## src/rtl/hdmi_pattern_gen.sv

```systemverilog
// Test-pattern pixel colourer: maps timing-generator coordinates to RGB in one of
// four frame-latched modes (gradient, colour bars, grid, solid) through a fixed 2-stage pipeline.
module hdmi_pattern_gen #(
  parameter int COORD_W   = 12,
  parameter int COLOUR_W  = 8,
  parameter int H_ACTIVE  = 1920,
  parameter int BAR_COUNT = 8,
  parameter int GRID_LOG2 = 6
) (
  input  logic                  clk,
  input  logic                  rst,
  input  logic [COORD_W-1:0]    px_x,
  input  logic [COORD_W-1:0]    px_y,
  input  logic                  data_en,
  input  logic                  frame_start,
  input  logic [1:0]            mode_sel,
  input  logic [3*COLOUR_W-1:0] solid_rgb,
  output logic [COLOUR_W-1:0]   r,
  output logic [COLOUR_W-1:0]   g,
  output logic [COLOUR_W-1:0]   b,
  output logic                  data_en_out,
  output logic [1:0]            mode_active
);

  typedef enum logic [1:0] {
    MODE_GRADIENT = 2'd0,
    MODE_BARS     = 2'd1,
    MODE_GRID     = 2'd2,
    MODE_SOLID    = 2'd3
  } mode_e;

  localparam int                 BAR_W        = H_ACTIVE / BAR_COUNT;
  localparam logic [COORD_W-1:0] BAR_PIX_LAST = COORD_W'(BAR_W - 1);
  localparam logic [2:0]         BAR_IDX_LAST = 3'(BAR_COUNT - 1);

  // Frame-level state
  mode_e                r_mode;
  logic [COLOUR_W-1:0]  r_frame_cnt;
  logic [2:0]           r_bar_idx;
  logic [COORD_W-1:0]   r_bar_pix;

  // Stage 1
  logic                  r_s1_en;
  mode_e                 r_s1_mode;
  logic [COLOUR_W-1:0]   r_s1_x;
  logic [COLOUR_W-1:0]   r_s1_y;
  logic                  r_s1_grid;
  logic [COLOUR_W-1:0]   r_s1_fcnt;
  logic [2:0]            r_s1_bar;
  logic [3*COLOUR_W-1:0] r_s1_solid;

  // Stage 2
  logic                  r_out_en;
  logic [3*COLOUR_W-1:0] r_out_rgb;

  mode_e                 w_mode_next;
  logic [COLOUR_W-1:0]   w_frame_cnt_next;
  logic [2:0]            w_bar_idx_cur;
  logic [COORD_W-1:0]    w_bar_pix_cur;
  logic                  w_grid_hit;
  logic [3*COLOUR_W-1:0] w_rgb;
  logic                  w_unused;

  // Only the low bits of px_y feed the colour logic.
  assign w_unused = ^px_y;

  assign w_grid_hit = (px_x[GRID_LOG2-1:0] == '0) || (px_y[GRID_LOG2-1:0] == '0);

  // The frame_start pixel already renders with the new mode and counter value.
  // NOTE: every always_comb output gets a default first so no path can infer a latch.
  always_comb begin
    w_mode_next      = r_mode;
    w_frame_cnt_next = r_frame_cnt;
    if (frame_start) begin
      w_mode_next      = mode_e'(mode_sel);
      w_frame_cnt_next = r_frame_cnt + COLOUR_W'(1);
    end
  end

  // Bar position of the current pixel; px_x=0 restarts the line at bar 0.
  always_comb begin
    w_bar_idx_cur = r_bar_idx;
    w_bar_pix_cur = r_bar_pix + COORD_W'(1);
    if (px_x == '0) begin
      w_bar_idx_cur = '0;
      w_bar_pix_cur = '0;
    end else if (r_bar_pix == BAR_PIX_LAST) begin
      w_bar_pix_cur = '0;
      if (r_bar_idx != BAR_IDX_LAST) w_bar_idx_cur = r_bar_idx + 3'd1;
    end
  end

  // NOTE: state registers use non-blocking assignments so all flops update together at the edge.
  always_ff @(posedge clk or posedge rst) begin
    if (rst) begin
      r_mode      <= MODE_GRADIENT;
      r_frame_cnt <= '0;
      r_bar_idx   <= '0;
      r_bar_pix   <= '0;
    end else begin
      r_mode      <= w_mode_next;
      r_frame_cnt <= w_frame_cnt_next;
      if (data_en) begin
        r_bar_idx <= w_bar_idx_cur;
        r_bar_pix <= w_bar_pix_cur;
      end
    end
  end

  always_ff @(posedge clk or posedge rst) begin
    if (rst) begin
      r_s1_en    <= 1'b0;
      r_s1_mode  <= MODE_GRADIENT;
      r_s1_x     <= '0;
      r_s1_y     <= '0;
      r_s1_grid  <= 1'b0;
      r_s1_fcnt  <= '0;
      r_s1_bar   <= '0;
      r_s1_solid <= '0;
    end else begin
      r_s1_en    <= data_en;
      r_s1_mode  <= w_mode_next;
      r_s1_x     <= px_x[COLOUR_W-1:0];
      r_s1_y     <= px_y[COLOUR_W-1:0];
      r_s1_grid  <= w_grid_hit;
      r_s1_fcnt  <= w_frame_cnt_next;
      r_s1_bar   <= w_bar_idx_cur;
      r_s1_solid <= solid_rgb;
    end
  end

  // Bar palette: red on {0,1,4,5}, green on {0..3}, blue on even indices.
  always_comb begin
    w_rgb = '0;
    unique case (r_s1_mode)
      MODE_GRADIENT: w_rgb = {r_s1_x, r_s1_y, r_s1_fcnt};
      MODE_BARS:     w_rgb = {{COLOUR_W{~r_s1_bar[1]}},
                              {COLOUR_W{~r_s1_bar[2]}},
                              {COLOUR_W{~r_s1_bar[0]}}};
      MODE_GRID:     w_rgb = {(3*COLOUR_W){r_s1_grid}};
      MODE_SOLID:    w_rgb = r_s1_solid;
      default:       w_rgb = '0;
    endcase
  end

  always_ff @(posedge clk or posedge rst) begin
    if (rst) begin
      r_out_en  <= 1'b0;
      r_out_rgb <= '0;
    end else begin
      r_out_en  <= r_s1_en;
      r_out_rgb <= r_s1_en ? w_rgb : '0;
    end
  end

  assign r           = r_out_rgb[3*COLOUR_W-1:2*COLOUR_W];
  assign g           = r_out_rgb[2*COLOUR_W-1:COLOUR_W];
  assign b           = r_out_rgb[COLOUR_W-1:0];
  assign data_en_out = r_out_en;
  assign mode_active = r_mode;

endmodule

```

## config.mk

```make
export PLATFORM = sky130hd
export DESIGN_NAME = hdmi_pattern_gen
export DESIGN_NICKNAME = d
export VERILOG_FILES = /design/src/rtl/hdmi_pattern_gen.sv
export SDC_FILE = /design/constraint.sdc
export NUM_CORES = 1
export LEC_CHECK = 0
export ABC_AREA = 1
export BUFFER_PORTS_ARGS = -buffer_cell sky130_fd_sc_hd__buf_2
export CELL_PAD_IN_SITES_DETAIL_PLACEMENT = 0
export CELL_PAD_IN_SITES_GLOBAL_PLACEMENT = 1
export CORE_ASPECT_RATIO = 0.75
export CORE_MARGIN = 2
export CORE_UTILIZATION = 41
export CTS_CLUSTER_DIAMETER = 100
export DETAILED_ROUTE_END_ITERATION = 8
export HOLD_SLACK_MARGIN = 0.15
export PLACE_DENSITY = 0.86
export SLEW_MARGIN = 25
export SYNTH_ARGS = -nofsm -noshare
export SYNTH_HDL_FRONTEND = slang
export SYNTH_SLANG_ARGS = --single-unit
```

## constraint.sdc

```tcl
create_clock -name clk -period 3 [get_ports clk]
set_input_delay 0.15 -clock clk [delete_from_list [all_inputs] [get_ports clk]]
set_output_delay 0.15 -clock clk [all_outputs]
set_load 0.01 [all_outputs]
```

== After elaboration in Yosys (flattened, before gate mapping) ==
Index checks and enable logic that the tools add are counted.
W data, S select, Z words.
Word-level totals
  flip-flop bits (word level): 95
  bits of input ports: 54
  output and inout bits: 27
  logic and storage cells: 35
Cells by class
  add/subtract/negate cells: 3
  equality and inequality tests: 5
  multiplexer cells: 7
  bitwise operators: 3
  reductions and logical operators: 5
Operators by type and width (number)
  $pmux W24 S4: 1
  $mux W12: 2
  $mux W24: 1
  $add A12 B1 Y12 const B: 1
  $eq A12 B8 Y1 const B: 1
  $logic_not A12 Y1: 1
  $logic_not A6 Y1: 2
  $mux W3: 3
  $add A8 B1 Y8 const B: 1
  $eq A2 B2 Y1 const B: 2
  $add A3 B1 Y3 const B: 1
  $ne A3 B3 Y1 const B: 1
  $not A1 Y1: 3
  $eq A2 B1 Y1 const B: 1
  $logic_not A2 Y1: 1
  $logic_or A1 B1 Y1: 1

== Depth between registers and ports, before layout ==
Gate-level depths: netlist of run 1.
  word-level depth: 4
  mapped depth: 9
  gate-level depth less buffers: 9

== Worst setup path after synthesis of run 1 ==
OpenSTA, ideal clock, no wires.
  path kind: register to register
  start: register r_bar_pix[0]
  end: register r_bar_pix[10]
  library setup time: 125 ps
  data arrival time: 1112 ps
  slack: 1763 ps
  cell stages (with the launch flop): 7
  buffers on the path: 0
  period minus slack after synthesis: 1237 ps
  path through: dfrtp_1 ha_1 nand3_1 inv_1 nand3_2 a21oi_4 nor2_1
On the way
  word-level cells in the longest chain between the ends: 3
  elaborated cells between the ends (all ways): 4
  those cells by class: add/sub: 1; eq/ne: 1; mux: 2
RTL lines
  start: declaration: RTL line 40  | logic [COORD_W-1:0] r_bar_pix;
  start signal: assignment: RTL line 105  | r_bar_pix <= w_bar_pix_cur;
  $add A12 B1 Y12 / $eq A12 B8 Y1 (equally long branches): RTL line 83, 87
  $mux W12 (*): RTL line 87  | end else if (r_bar_pix == BAR_PIX_LAST) begin
  $mux W12 (*): RTL line 84  | if (px_x == '0) begin
Every way passes the cells marked *; elsewhere a longest branch is shown, timed or not.
A chain may end at the register's enable or synchronous reset.

== Worst setup path after layout of run 1 ==
  start: register r_s1_mode[1]
  end: register r_out_rgb[23]
On the way
  word-level cells in the longest chain between the ends: 3
  elaborated cells between the ends (all ways): 6
  those cells by class: eq/ne: 3; mux: 2; reduce/logical: 1
RTL lines
  start: declaration: RTL line 44  | mode_e r_s1_mode;
  start signal: assignment: RTL line 122  | r_s1_mode <= w_mode_next;
  $eq A2 B2 Y1, or another cell as far along: RTL line 135  | unique case (r_s1_mode)
  $pmux W24 S4 (*): RTL line 135
  $mux W24 (*): RTL line 152  | r_out_rgb <= r_s1_en ? w_rgb : '0;
  end signal: assignment: RTL line 152
  end: declaration: RTL line 54  | logic [3*COLOUR_W-1:0] r_out_rgb;
Marked as above.

==> run summary, run 1 <==
status: complete, no violations
die footprint: 0.00980 mm^2
Longest Clk Path Bufs: 2
startpoint types: flip-flop
Final Hold Vio Count: 0
Crit Path Class: flip-flop to flip-flop
NetSw: 880 uW
Post-layout nets: 538
vias per cell: 4.90
Worst Skew: 6.92 ps
Clk Latency, worst-skew pair: 340 ps
die width: 114 um
syn nets: 413
WP data required: 3250 ps
top-count cell post-synth: dfrtp_1
# IOs: 81
Reg2Reg Setup Slack: 1250 ps
post-route ant nets: 0
Sink Count: 95
CTS tree: yes
Post-CTS Setup Inserts: 0
final std cells w/o fill: 593
final wirelength: 8130 um
R2R Path End: r_out_rgb[23]
cells on worst reg2reg path: 5
Most used DFF post-synth: dfrtp_1
EDFF count, synth: 0
htree depth: 3
P_int: 2330 uW
Switching Fraction: 27.4%
max-slew violations: 0
design area: 0.00495 mm^2
reg-to-reg startpoint: r_s1_mode[1]
min Tclk post-route: 1750 ps
Max Fanout on Critical Path: 25
RSZ-0062 raised after global routing: no
Port Buf Inserts: 76
Logic pwr share: 16.1%
Post-Place Cells: 531
Mapped Cells: 356
Avg WL per Cell: 13.7 um
post-synthesis instance area: 0.00370 mm^2
setup total negative slack: 0 ps
share of cells above drive strength 1: 23.1%
crit share post-route: 58.5%
VDD IR max: 0.000418 V
clock-pin slew on the worst setup and hold paths: 60 ps
initial DRC count: 195
root buffer cell: clkbuf_16
core outline area: 0.00860 mm^2
antenna violations before repair: 0
FF+latch count, synth: 95
drt drc: 0
Synth area leader: dfrtp_1
worst slew pin tran: 842 ps
Setup crit start: r_s1_mode[1]
1st-pass router iterations: 4
aggregate global-route resource usage: 18.1%
Overall Power: 3210 uW
CP Capture Type: flip-flop
Leakage: 0.00244 uW
Placer Congestion: 0.825
MaxCap Viol Count: 0
Die Ht: 86.2 um
num rows: 29
Starting Density: 43.0%
Worst Setup EP: r_out_rgb[23]
register area share after synthesis: 64.3%
first-pass GRT wire length: 13,700 um
share of the synthesized area in the top cell type: 64.3%
async set-reset flop share out of synthesis: 100%
Synth cell types: 27
Ant. Diodes: 0
largest cells by area after synthesis: dfrtp_1 64%, nand2_1 7.7%, a31oi_1 4.1%, o21ai_0 3.8%, inv_1 2.9%
Worst slew margin: 43.8%
total CTS buffers: 9
vias in the first global route: 2,841
P&R area growth vs syn: 33.8%
number of synthesis warnings: 0
Clock Power Share: 35.0%
f_max: 0.570 GHz
Congestion Overflow GR: 0
CP arrival: 2010 ps
PD cells: 650 mW/mm^2
hold crit path type: primary input to flip-flop
final setup fails: 0
Seq pwr share: 48.9%
vias: 2,905
pin count of the biggest net entering global routing: 50
post-place instance area: 0.00418 mm^2
synth cell count leaders: 95 x dfrtp_1, 76 x nand2_1, 29 x inv_1
post-DP HPWL: 5250 um
syn avg cell area: 10.4 um^2
## cell families after synthesis
family | after synthesis | synth area share [%]
AND/OR/NAND/NOR | 144 | 17.5
buffers and inverters | 43 | 4.94
XOR/XNOR | 12 | 2.84
flip-flops | 95 | 64.3
adder cells (fa/ha/maj) | 3 | 1.02
AO/OA/AOI/OAI | 59 | 9.37
## registers in the layout, summed over array words and instances, names as in the netlist
signal,cells
r_s1_mode,2
r_s1_x,8
r_s1_bar,3
r_out_rgb,24
r_s1_fcnt,8
r_s1_solid,24
data_en_out,1
r_s1_y,8
r_s1_en,1
r_s1_grid,1
r_bar_pix,12
r_bar_idx,3
## power by group through the flow
stage | combinational, uW | sequential (uW) | clock (uW)
finish | 518 | 1570 | 1120
floorplan | 314 | 1580 | 0
global placement | 452 | 1590 | 0
detailed placement | 474 | 1590 | 0
CTS | 521 | 1570 | 1150
global route | 592 | 1590 | 1210
## critical path: stages, from the launching register on
cell,delay (ps)
dfrtp_1,470
nor2_1,60
inv_1,450
buf_4,360
o21ai_0,120
a31oi_1,200
## metal layers
| layer | global-route usage, % | routed length, um | up-vias |
|---|---|---|---|
| li1 | - | - | 1413 |
| met1 | 24.6 | 3750 | 1398 |
| met2 | 28.3 | 3830 | 82 |
| met3 | 5.03 | 380 | 12 |
| met4 | 6.10 | 167 | 0 |
| met5 | 0 | 0 | - |
## layout by cell type (no fill, tap or decap), drive strengths merged
cell type / count
nand3: 16
nor3b: 1
xor2: 12
nor4: 1
clkinv: 4
a31oi: 24
nand4: 9
inv: 31
o21ai: 28
a21o: 1
dfrtp: 95
clkbuf: 11
buf: 78
ha: 3
o31ai: 3
dlygate4sd3: 47
a21oi: 3
nor2: 32
bufinv: 1
nor3: 3
nand2: 79
or2: 3
## area by class of cell
type	count	area (um^2)
Sequential cell	95	2380
Clock buffer	11	243
Clock inverter	4	56.3
Multi-Input combinational cell	218	1140
Timing Repair Buffer	125	878
Inverter	32	121
Tap cell	108	135
Fill cell	703	3650
## repair_timing
item / in CTS / in global routing
hold buffers: 47 / 0
resized for setup: 0 / 0
endpoints found under the hold margin: 94 / 0
## worst min-delay path by stage
stage / start / endpoint / slack [ps] / cells past startpoint
after global routing: solid_rgb[8] / r_s1_solid[8] / 450 / 2
after CTS: px_x[8] / r_bar_idx[2] / 390 / 7
final: px_x[8] / r_bar_idx[2] / 390 / 7
after floorplan: data_en / r_s1_en / 180 / 0
after detailed placement: solid_rgb[4] / r_s1_solid[4] / 260 / 1
after global placement: solid_rgb[18] / r_s1_solid[18] / 260 / 1
## stage by stage
step	hold slack [ps]	util, %	setup slack [ps]
floorplan	181	-	373
global placement	258	48.6	1330
detailed placement	259	48.6	1250
CTS	386	57.5	1230
global route	450	57.5	963
finish	394	57.5	1250
Power figures use the tool's default switching activity.
==> run 2: changes to the inputs <==
--- a/config.mk
+++ b/config.mk
@@ -5,17 +5,17 @@
 export SDC_FILE = /design/constraint.sdc
 export NUM_CORES = 1
 export LEC_CHECK = 0
-export ABC_AREA = 1
+export ABC_AREA = 0
 export BUFFER_PORTS_ARGS = -buffer_cell sky130_fd_sc_hd__buf_2
 export CELL_PAD_IN_SITES_DETAIL_PLACEMENT = 0
 export CELL_PAD_IN_SITES_GLOBAL_PLACEMENT = 1
 export CORE_ASPECT_RATIO = 0.75
 export CORE_MARGIN = 2
-export CORE_UTILIZATION = 41
+export CORE_UTILIZATION = 44
 export CTS_CLUSTER_DIAMETER = 100
 export DETAILED_ROUTE_END_ITERATION = 8
 export HOLD_SLACK_MARGIN = 0.15
-export PLACE_DENSITY = 0.86
+export PLACE_DENSITY = 0.87
 export SLEW_MARGIN = 25
 export SYNTH_ARGS = -nofsm -noshare
 export SYNTH_HDL_FRONTEND = slang
==> constraint.sdc (replaced) <==
create_clock -name clk -period 1.83 [get_ports clk]
set_input_delay 0.0915 -clock clk [delete_from_list [all_inputs] [get_ports clk]]
set_output_delay 0.0915 -clock clk [all_outputs]
set_load 0.01 [all_outputs]
==> run summary, run 2 <==
vias: 2,577
CTS tree: yes
root buffer cell: clkbuf_16
drt drc: 0
area fraction in compound gates after synthesis: 3.16%
vias per cell: 5.10
Leakage: 0.00235 uW
FF+latch count, synth: 95
largest registers: r_out_rgb x24, r_s1_solid x24, r_bar_pix x12
Die Ht: 84.9 um
P&R area growth vs syn: 34.2%
Reg2Reg Setup Slack: 260 ps
EDFF count, synth: 0
Worst Skew: 4.77 ps
Crit-path slowest cell: dlygate4sd3_1
Core Util, Final: 61.0%
CP Capture Type: flip-flop
die width: 112 um
hold crit path type: primary input to flip-flop
worst slew pin tran: 738 ps
register area share after synthesis: 61.9%
commonest cells after routing, fill and taps aside: 95 x dfrtp_1, 76 x buf_2, 47 x dlygate4sd3_1, 25 x and2_1, 24 x mux4_2
initial DRC count: 185
CP Buf/Inv Count: 3
adder-cell share of the synthesized area: 0.978%
num rows: 29
f_max: 0.622 GHz
Max Fanout on Critical Path: 10
setup total negative slack: 0 ps
MaxCap Viol Count: 0
RSZ-0062 raised after global routing: no
reg-to-reg startpoint: r_bar_pix[0]
post-synthesis simple-gate area fraction: 13.0%
final setup fails: 0
async set-reset flop share out of synthesis: 100%
number of synthesis warnings: 0
delay-heaviest family, CP: buffers and inverters
slowest stage delay, CP: 560 ps
Post-layout nets: 449
Synth cell types: 40
largest family of logic cells by synthesized area: multiplexers
Most used DFF post-synth: dfrtp_1
share of cells above drive strength 1: 34.3%
total CTS buffers: 9
Crit Path Class: primary input to flip-flop
Congestion Overflow GR: 0
vias in the first global route: 2,689
R2R Path End: r_bar_pix[9]
critical path cell sequence: dlygate4sd3_1 -> buf_2 -> nor4_1 -> buf_4 -> nand4_4 -> a21oi_4 -> nor2_1
startpoint types: primary input
final wirelength: 7950 um
Ant. Diodes: 0
share of the synthesized area in the top cell type: 61.9%
max-slew violations: 0
cells on worst reg2reg path: 5
htree depth: 3
1st-pass router iterations: 4
post-synthesis mux area share: 15.2%
Mapped Cells: 263
aggregate global-route resource usage: 18.5%
clock-pin slew on the worst setup and hold paths: 70 ps
Hold EP: r_s1_bar[2]
post-route ant nets: 0
first-pass GRT wire length: 13,500 um
commonest non-fill, non-tap cell in the layout: dfrtp_1
Overall Power: 5160 uW
PD cells: 1000 mW/mm^2
antenna violations before repair: 0
syn avg cell area: 14.6 um^2
Starting Density: 45.4%
hold path startpoint: px_x[10]
# IOs: 81
CP arrival: 1830 ps
syn nets: 320
WP data required: 2060 ps
post-DP HPWL: 4970 um
post-synthesis instance area: 0.00384 mm^2
core outline area: 0.00845 mm^2
Synth Area in XOR/XNOR: 3.19%
die footprint: 0.00950 mm^2
top-count cell post-synth: dfrtp_1
Avg WL per Cell: 15.7 um
worst hold slack: 253 ps
Sink Count: 95
Placer Congestion: 0.839
min Tclk post-route: 1610 ps
Worst slew margin: 50.8%
Synth area leader: dfrtp_1
Crit path depth: 7
VDD IR max: 0.000911 V
Final Hold Vio Count: 0
status: complete, no violations
Longest Clk Path Bufs: 2
Clk Latency, worst-skew pair: 350 ps
crit share post-route: 87.9%
Hold Path Cell Cnt: 4
pin count of the biggest net entering global routing: 96
largest cells by area after synthesis: dfrtp_1 62%, mux4_2 14%, and2_1 4.1%, xnor2_1 1.8%, nand4_1 1.5%
synth cell count leaders: 95 x dfrtp_1, 25 x and2_1, 24 x mux4_2
Port Buf Inserts: 76
[run 2: cell count changes after synthesis, moves of 6 or more]
cell / before / now
inv_1: 29 / 10
nand3_1: 14 / 6
nor2_1: 26 / 15
mux4_2: 0 / 24
xor2_1: 12 / 6
a31oi_1: 24 / 1
and2_1: 0 / 25
o21ai_0: 28 / 5
xnor2_1: 0 / 8
nand2_1: 76 / 11
nor2_2: 6 / 0
[run 2: cell families after synthesis]
family,after synthesis
compound gates,17
xor+xnor,14
fa+ha+maj,3
flops,95
buf+inv,22
simple gates,84
mux,28
[run 2: power breakdown]
part / internal, uW / total, uW / switching (uW)
Sequential: 2350 / 2550 / 206
Combinational: 490 / 849 / 359
Clock: 942 / 1760 / 820
[run 2: what timing repair did]
action,4_1_cts,5_1_grt
hold endpoints to repair,151,0
gates resized for setup,0,3
hold buffers,47,0
buffers inserted,0,0
endpoints found under the setup margin,0,9
[run 2: routing by layer]
metal	wire (um)	GRT usage [%]	vias up
li1	-	-	1195
met1	3620	25.1	1302
met2	3840	29.0	70
met3	398	5.86	10
met4	92	5.39	0
met5	0	0	-
[run 2: worst max path at each step]
stage	startpoint	endpoint	slack (ps)
global placement	r_bar_pix[0]	r_bar_pix[9]	190
CTS	px_x[1]	r_bar_pix[7]	90
finish	px_x[6]	r_bar_pix[9]	220
detailed placement	r_bar_pix[0]	r_bar_pix[10]	150
global route	r_bar_pix[0]	r_bar_pix[10]	90
floorplan	r_s1_mode[0]	r_out_rgb[12]	230
[run 2: layout make-up]
cell class                      count  area [um^2]
Fill cell                         633         3300
Sequential cell                    95         2380
Multi-Input combinational cell    146         1390
Timing Repair Buffer              130          928
Clock buffer                       10          229
Tap cell                          108          135
Clock inverter                      6         57.6
Inverter                           10         41.3
[run 2: worst register-to-register path, delay by kind of cell (launching register included)]
family                   cells  cell delay (ps)
adder cells (fa/ha/maj)      1              220
flip-flops                   1              400
AND/OR/NAND/NOR              3              550
AO/OA/AOI/OAI                1              280
[run 2: per-stage QoR]
step | cells | instance area (um^2) | setup slack, ps
after CTS | 505 | 5130 | 90.4
final | 505 | 5150 | 222
after floorplan | 263 | 3840 | 233
after global placement | 442 | 4380 | 191
after detailed placement | 442 | 4380 | 146
after global routing | 505 | 5150 | 89.6
==> run 3: changes to the inputs <==
--- a/config.mk
+++ b/config.mk
@@ -9,7 +9,6 @@
 export BUFFER_PORTS_ARGS = -buffer_cell sky130_fd_sc_hd__buf_2
 export CELL_PAD_IN_SITES_DETAIL_PLACEMENT = 0
 export CELL_PAD_IN_SITES_GLOBAL_PLACEMENT = 1
-export CORE_ASPECT_RATIO = 0.75
 export CORE_MARGIN = 2
 export CORE_UTILIZATION = 44
 export CTS_CLUSTER_DIAMETER = 100
==> run summary, run 3 (synthesized netlist as in run 2, its figures left out) <==
WP data required: 2070 ps
num rows: 34
Final Hold Vio Count: 0
htree depth: 3
post-DP HPWL: 4920 um
Ant. Diodes: 0
total CTS buffers: 9
Starting Density: 44.7%
root buffer cell: clkbuf_8
final wirelength: 7780 um
CP Buf/Inv Count: 3
aggregate global-route resource usage: 17.9%
Final Worst Setup Slack: 107 ps
setup total negative slack: 0 ps
Max Fanout on Critical Path: 10
status: complete, no violations
CP Capture Type: flip-flop
Avg WL per Cell: 15.4 um
commonest cells after routing, fill and taps aside: 95 x dfrtp_1, 76 x buf_2, 47 x dlygate4sd3_1, 25 x and2_1, 24 x mux4_2
vias: 2,608
first-pass GRT wire length: 13,200 um
crit share post-route: 94.2%
Crit-path slowest cell: dlygate4sd3_1
Worst slew margin: 50.5%
delay-heaviest family, CP: buffers and inverters
hold crit path type: primary input to flip-flop
f_max: 0.580 GHz
core outline area: 0.00859 mm^2
Crit Path Class: primary input to flip-flop
die width: 97.4 um
Port Buf Inserts: 76
CP arrival: 1960 ps
P&R area growth vs syn: 31.0%
register area: 0.00238 mm^2
final setup fails: 0
VDD IR max: 0.000471 V
largest registers: r_out_rgb x24, r_s1_solid x24, r_bar_pix x12
startpoint types: primary input
Worst Skew: 9.01 ps
Longest Clk Path Bufs: 2
pin count of the biggest net entering global routing: 96
1st-pass router iterations: 4
Sink Count: 95
Post-layout nets: 448
die footprint: 0.00949 mm^2
worst slew pin tran: 743 ps
# IOs: 81
MaxCap Viol Count: 0
share of cells above drive strength 1: 34.6%
Filler cells: 671
Overall Power: 4640 uW
PD cells: 922 mW/mm^2
initial DRC count: 118
critical path cell sequence: dlygate4sd3_1 -> buf_2 -> nor4_2 -> buf_4 -> nand4_2 -> a21oi_4 -> nor2_1
Congestion Overflow GR: 0
Leakage: 0.00231 uW
max-slew violations: 0
post-route ant nets: 0
min Tclk post-route: 1720 ps
slowest stage delay, CP: 550 ps
Clk Latency, worst-skew pair: 350 ps
antenna violations before repair: 0
Multi-input gate area: 0.00138 mm^2
vias in the first global route: 2,679
clock-pin slew on the worst setup and hold paths: 90 ps
Die Ht: 97.4 um
CTS tree: yes
drt drc: 0
RSZ-0062 raised after global routing: no
Placer Congestion: 0.810
worst slack, placed: 107 ps
commonest non-fill, non-tap cell in the layout: dfrtp_1
vias per cell: 5.17
## run 3: cell count changes in the layout (fill, tap and decap cells not counted)
cell	change
clkbuf_8	+10
clkbuf_16	-9
clkinv_2	+2
nor4_2	+2
buf_4	-1
clkbuf_1	-1
clkinv_8	-1
clkinvlp_4	-1
nand4_2	+1
nand4_4	-1
nor4_1	-1
nor4_4	-1
## run 3: timing repair
item | 4_1_cts | 5_1_grt
endpoints found under the setup margin | 0 | 8
endpoints found under the hold margin | 152 | 0
hold buffers | 47 | 0
setup buffers | 0 | 0
gates resized for setup | 0 | 2
## run 3: power breakdown
part | leakage, uW | internal, uW | switching (uW)
Combinational | 0.00104 | 488 | 354
Sequential | 0.00117 | 2340 | 208
Clock | 0.0000926 | 535 | 708
## run 3: final cells by class
class / count / share of cell area (%)
Clock inverter: 6 / 0.870
Timing Repair Buffer: 129 / 18.3
Multi-Input combinational cell: 146 / 27.3
Sequential cell: 95 / 47.3
Tap cell: 108 / 2.69
Inverter: 10 / 0.821
Clock buffer: 10 / 2.74
## run 3: through the flow
step	area [um^2]	instances	utilization (%)	hold WS, ps
CTS	5020	504	58.4	248
finish	5030	504	58.5	258
global route	5030	504	58.5	280
floorplan	3840	263	-	123
detailed placement	4370	441	50.8	201
global placement	4370	441	50.8	200
## run 3: worst paths after layout
kind	start	end	slack [ps]	cells past startpoint
setup / recovery	px_x[1]	r_bar_pix[10]	110	7
hold / removal	px_x[10]	r_s1_bar[0]	260	4
setup reg to reg	r_bar_pix[0]	r_bar_pix[10]	200	5
hold reg to reg	r_s1_fcnt[7]	r_s1_fcnt[7]	500	1
max in group asynchronous	rst	r_bar_pix[3]	1010	4
min in group asynchronous	rst	r_s1_solid[2]	410	4
## run 3: layer usage
layer,vias up,routed length (um),global-route usage (%)
met5,-,0,0
met4,0,112,4.91
met3,11,469,4.75
met2,104,4010,30.2
met1,1303,3190,23.2
li1,1190,-,-
## run 3: tightest hold or removal path: cells and delay by family
| kind | cells | cell delay, ps |
|---|---|---|
| AND/OR/NAND/NOR | 3 | 410 |
| buffers and inverters | 1 | 70 |
